$ cat config.mk
export PLATFORM = sky130hd
export DESIGN_NAME = mc_cpu
export DESIGN_NICKNAME = d
export VERILOG_FILES = /design/src/rtl/mc_cpu.sv
export SDC_FILE = /design/constraint.sdc
export NUM_CORES = 2
export LEC_CHECK = 0
export CAP_MARGIN = 20
export CORE_ASPECT_RATIO = 0.5
export CORE_MARGIN = 4
export CORE_UTILIZATION = 26
export CTS_BUF_LIST = sky130_fd_sc_hd__clkbuf_16
export DETAILED_ROUTE_END_ITERATION = 8
export PLACE_DENSITY_LB_ADDON = 0.08
export SLEW_MARGIN = 40
export SYNTH_ARGS = -nofsm -noshare
export SYNTH_HDL_FRONTEND = slang
export SYNTH_SLANG_ARGS = --single-unit
$ cat constraint.sdc
create_clock -name clk -period 119.6 [get_ports clk]
set_input_delay 11.96 -clock clk [delete_from_list [all_inputs] [get_ports clk]]
set_output_delay 11.96 -clock clk [all_outputs]
set_load 0.005 [all_outputs]
$ cat src/rtl/mc_cpu.sv
// mc_cpu: multi-cycle RV32I-subset core (ADD/SUB/ADDI/LW/SW/BEQ/BNE) sharing one
// memory port for fetch and data; a transfer completes on an edge where mem_req and mem_ready are high.
module mc_cpu #(
  parameter int               WIDTH    = 32,
  parameter logic [WIDTH-1:0] RESET_PC = '0
) (
  input  logic             clk,
  input  logic             rst,
  output logic             mem_req,
  output logic             mem_we,
  output logic [WIDTH-1:0] mem_addr,
  output logic [WIDTH-1:0] mem_wdata,
  input  logic [WIDTH-1:0] mem_rdata,
  input  logic             mem_ready,
  output logic [WIDTH-1:0] a0_output,
  output logic [WIDTH-1:0] prog_addr,
  output logic             retire,
  output logic             trap
);

  typedef enum logic [2:0] {
    START, FETCH, DECODE, EXECUTE, MEMORY, WRITEBACK, HALT
  } state_t;

  state_t state, state_next;

  logic [WIDTH-1:0] pc, oldpc, a, b, imm, aluout, mdr;
  logic [31:0]      ir;
  logic [WIDTH-1:0] rf [0:31];

  logic [6:0] opcode, funct7;
  logic [2:0] funct3;
  logic [4:0] rd, rs1, rs2;
  logic       is_add, is_sub, is_addi, is_lw, is_sw, is_beq, is_bne, is_branch, legal;
  logic [WIDTH-1:0] imm_i, imm_s, imm_b, imm_sel;
  logic       branch_taken;

  assign opcode = ir[6:0];
  assign rd     = ir[11:7];
  assign funct3 = ir[14:12];
  assign rs1    = ir[19:15];
  assign rs2    = ir[24:20];
  assign funct7 = ir[31:25];

  assign is_add    = (opcode == 7'b0110011) && (funct3 == 3'b000) && (funct7 == 7'b0000000);
  assign is_sub    = (opcode == 7'b0110011) && (funct3 == 3'b000) && (funct7 == 7'b0100000);
  assign is_addi   = (opcode == 7'b0010011) && (funct3 == 3'b000);
  assign is_lw     = (opcode == 7'b0000011) && (funct3 == 3'b010);
  assign is_sw     = (opcode == 7'b0100011) && (funct3 == 3'b010);
  assign is_beq    = (opcode == 7'b1100011) && (funct3 == 3'b000);
  assign is_bne    = (opcode == 7'b1100011) && (funct3 == 3'b001);
  assign is_branch = is_beq || is_bne;
  assign legal     = is_add || is_sub || is_addi || is_lw || is_sw || is_branch;

  assign imm_i   = {{(WIDTH-12){ir[31]}}, ir[31:20]};
  assign imm_s   = {{(WIDTH-12){ir[31]}}, ir[31:25], ir[11:7]};
  assign imm_b   = {{(WIDTH-13){ir[31]}}, ir[31], ir[7], ir[30:25], ir[11:8], 1'b0};
  assign imm_sel = is_sw ? imm_s : (is_branch ? imm_b : imm_i);

  assign branch_taken = is_beq ? (a == b) : (is_bne && (a != b));

  assign a0_output = rf[10];
  assign prog_addr = pc;

  always_ff @(posedge clk or posedge rst) begin
    if (rst) state <= START;
    else     state <= state_next;
  end

  // Port outputs depend only on state and latched registers, never on mem_ready
  always_comb begin
    state_next = state;
    mem_req    = 1'b0;
    mem_we     = 1'b0;
    mem_addr   = '0;
    mem_wdata  = '0;
    retire     = 1'b0;
    case (state)
      START: state_next = FETCH;
      FETCH: begin
        mem_req  = 1'b1;
        mem_addr = pc;
        if (mem_ready) state_next = DECODE;
      end
      DECODE: state_next = legal ? EXECUTE : HALT;
      EXECUTE: begin
        if (is_branch) begin
          retire     = 1'b1;
          state_next = FETCH;
        end else if (is_lw || is_sw) begin
          state_next = MEMORY;
        end else begin
          state_next = WRITEBACK;
        end
      end
      MEMORY: begin
        mem_req   = 1'b1;
        mem_we    = is_sw;
        mem_addr  = aluout;
        mem_wdata = b;
        if (mem_ready) begin
          retire     = is_sw;
          state_next = is_sw ? FETCH : WRITEBACK;
        end
      end
      WRITEBACK: begin
        retire     = 1'b1;
        state_next = FETCH;
      end
      HALT: state_next = HALT;
      default: state_next = START;
    endcase
  end

  // rf[0] is only ever written by reset, so it always reads as zero
  always_ff @(posedge clk or posedge rst) begin
    if (rst) begin
      pc     <= RESET_PC;
      oldpc  <= '0;
      ir     <= '0;
      a      <= '0;
      b      <= '0;
      imm    <= '0;
      aluout <= '0;
      mdr    <= '0;
      trap   <= 1'b0;
      for (int i = 0; i < 32; i++) rf[i] <= '0;
    end else begin
      case (state)
        FETCH: begin
          if (mem_ready) begin
            ir    <= mem_rdata[31:0];
            oldpc <= pc;
            pc    <= pc + WIDTH'(4);
          end
        end
        DECODE: begin
          a   <= rf[rs1];
          b   <= rf[rs2];
          imm <= imm_sel;
          if (!legal) trap <= 1'b1;
        end
        EXECUTE: begin
          aluout <= is_add ? (a + b) : (is_sub ? (a - b) : (a + imm));
          if (branch_taken) pc <= oldpc + imm;
        end
        MEMORY: begin
          if (mem_ready && is_lw) mdr <= mem_rdata;
        end
        WRITEBACK: begin
          if (rd != 5'd0) rf[rd] <= is_lw ? mdr : aluout;
        end
        default: ;
      endcase
    end
  end

endmodule

==> flow_summary_export.csv <==
group,metric,value,unit
yosys,ys_top_cells_by_area,"dfrtp_1, mux4_2, a21oi_1, nand2_1, o21ai_0",
yosys,synth_top_area_share,0.4581,
yosys,synth_nets,6562,
cts,clock-root-buffer,"clkbuf_16",
setup_path,end_kind,"output pin",
yosys,ys_seq_elements,1265,
final_layout,final_layout_size_suffix_gt1_frac,0.1842,
route,vias,51610,
die,dieHeight,372.5,um
power,powerDensity,28.42,nW/um^2
yosys,yosysTopAreaCell,"dfrtp_1",
cts,cts_buffer_depth,4,
sta,setup_ws,93.76,ns
cts,cts-resized-gates,0,
final_layout,regArea,31690,um^2
power,leakage,33.10,nW
sta,drv_slew,0,
setup_path,cp.arrival,13.88,ns
die,fp.dieArea,274600,um^2
final_layout,fin_nets,6422,
sta,hold_viol,0,
cts,cts_buffers,149,
die,start_util,0.2622,
route,ant_nets,0,
worst_hold_path,hold_class,"register to register",
final_layout,multi_input_area,35300,um^2
route,avgViaCountPerCell,5.228,
cts,clock_sinks,1265,
placed_design,io_buffers,166,
sta,tns,0,ns
yosys,synth-edff-count,0,
sta,fin_crit,25.84,ns
cts,cts_setup_buffers,0,
global_routing,antenna_found_initial,15,
cts,clk_latency,0.82,ns
final_layout,num-fill-cells,26890,
global_routing,grt_max_degree,158,
sta,finalCritPeriodShare,0.2160,
yosys,synth_cell_types,89,
sta,tightest_slew,0.9869,ns
yosys,synthFlopType,"dfrtp_1",
placed_design,dp_hpwl,179900,um
route,wirelength,276100,um
cts,cts_max_level,4,
yosys,syn-mean-instance-area,10.80,um^2
run,cap_violations,0,
final_layout,fin_util,0.3020,
yosys,netlist_area,69110,um^2
yosys,synth-async-reset-ratio,1.000,
route,drt_first_pass_iters,6,
yosys,yosysSeqAreaShare,0.4581,
final_layout,fin_area,79600,um^2
cts,path_clk_slew,0.06,ns
cts,tritoncts,"yes",
global_routing,grt_pass1_wl,399500,um
final_layout,area.growth.synth_to_final,15.18,%
power,power,2.262,mW
global_routing,grt_pass1_vias,52910,
placed_design,post_dp_cell_area,74990,um^2
sta,setup_viol,0,
placed_design,gp_congestion,0.8622,
outcome,outcome,"complete, no violations",
die,core,263600,um^2
cts,cts_hold_buf,0,
global_routing,overflow,0,
route,wire_per_inst,27.97,um
sta,clock_skew,0.05667,ns
sta,relSlewSlack,0.3290,
die,num_io_pins,167,
sta,max_freq,0.03871,GHz
setup_path,critPathLaunchType,"input port",
power,vdd_ir_drop_max,22.86,uV
setup_path,crit_path_max_fanout,6,
die,die_w,737.1,um
route,drc_errors,0,
global_routing,grt.total_usage,0.2009,
sta,rsz0062_at_grt,"false",
route,drt_iter0_drc,4153,
setup_path,worstSetupPathType,"input port to output pin",
placed_design,pre_cts_ws,93.77,ns
yosys,yosysWarnings,0,
setup_path,cp.required,107.64,ns
die,num_rows,133,
yosys,synthCells,6398,
## layout make-up
| type | instances | share of cell area |
|---|---|---|
| Sequential cell | 1265 | 0.3981 |
| Multi-Input combinational cell | 4417 | 0.4435 |
| Timing Repair Buffer | 337 | 0.04291 |
| Clock inverter | 98 | 0.007765 |
| Clock buffer | 153 | 0.04810 |
| Tap cell | 3510 | 0.05517 |
| Inverter | 88 | 0.004307 |
| Antenna cell | 5 | 0.0001572 |
## registers in the layout, indices dropped and copies added, names as in the netlist
name	flops
a	32
a0_output	32
aluout	32
b	32
imm	13
ir	32
mdr	32
oldpc	32
prog_addr	32
rf	992
state	3
trap	1
## metrics by stage
stage                     hold slack (ns)  instances
after CTS                          0.3969       9864
after global placement             0.3763       9590
after detailed placement           0.3836       9613
after floorplan                    0.4377       6398
final                              0.3944       9873
after global routing               0.4068       9868
## worst max-delay path: stages
cell and delay, ns:
clkdlybuf4s50_1 0.71, nand2_1 0.13, o21ai_0 0.46, clkdlybuf4s50_1 0.61
## metal layers
metal | routed length [um] | track usage | share of wire | vias up
li1 | - | - | - | 22840
met1 | 131500 | 0.2923 | 0.48 | 26960
met2 | 123100 | 0.3137 | 0.45 | 1482
met3 | 15050 | 0.03156 | 0.054 | 336
met4 | 6422 | 0.04705 | 0.023 | 0
met5 | 0 | 0 | 0 | -
## synth_stat cells (40+ instances only)
cell type and number:
nor3_1 71, inv_1 86, nand2_1 842, buf_1 66, nor2_1 700, o21ai_0 630, a21oi_1 722, mux2_2 40
ha_1 125, mux4_2 640, xnor2_1 62, clkbuf_1 501, mux2i_1 109, dfrtp_1 1265, a21o_1 49
## layout by cell type (no fill, tap or decap), types with 59 or more instances in the layout
master / netlist / layout
inv_1: 86 / 128
buf_4: 35 / 111
ha_1: 125 / 125
mux4_2: 640 / 640
dfrtp_1: 1265 / 1253
clkdlybuf4s50_1: 0 / 166
clkbuf_16: 0 / 153
o21ai_0: 630 / 630
nor2_1: 700 / 680
a21oi_1: 722 / 722
mux2i_1: 109 / 59
xnor2_1: 62 / 62
nor3_1: 71 / 70
nand2_1: 842 / 826
## worst paths after layout
kind | startpoint | endpoint | slack, ns | cells after the start
min reg2reg | rf[1003] | rf[1003] | 0.39 | 0
min | rf[1003] | rf[1003] | 0.39 | 0
min in group asynchronous | rst | prog_addr[2] | 11.68 | 2
max | mem_ready | retire | 93.76 | 4
max in group asynchronous | rst | rf[656] | 104.88 | 6
max reg2reg | ir[21] | b[10] | 113.74 | 8
## power breakdown
group,switching (mW),internal [mW]
Sequential,0.147,0.558
Clock,0.194,0.247
Combinational,0.645,0.470
## logic make-up (layout without fill, tap and decap cells)
| family | after synthesis | after routing | synth area share |
|---|---|---|---|
| simple gates | 1803 | 1803 | 0.1070 |
| other cells | 0 | 5 | 0 |
| mux | 789 | 789 | 0.2309 |
| compound gates | 1614 | 1614 | 0.1285 |
| buf+inv | 716 | 676 | 0.04126 |
| fa+ha+maj | 129 | 129 | 0.02379 |
| xor+xnor | 82 | 82 | 0.01050 |
| flops | 1265 | 1265 | 0.4581 |
(Power assumes the default switching activity.)
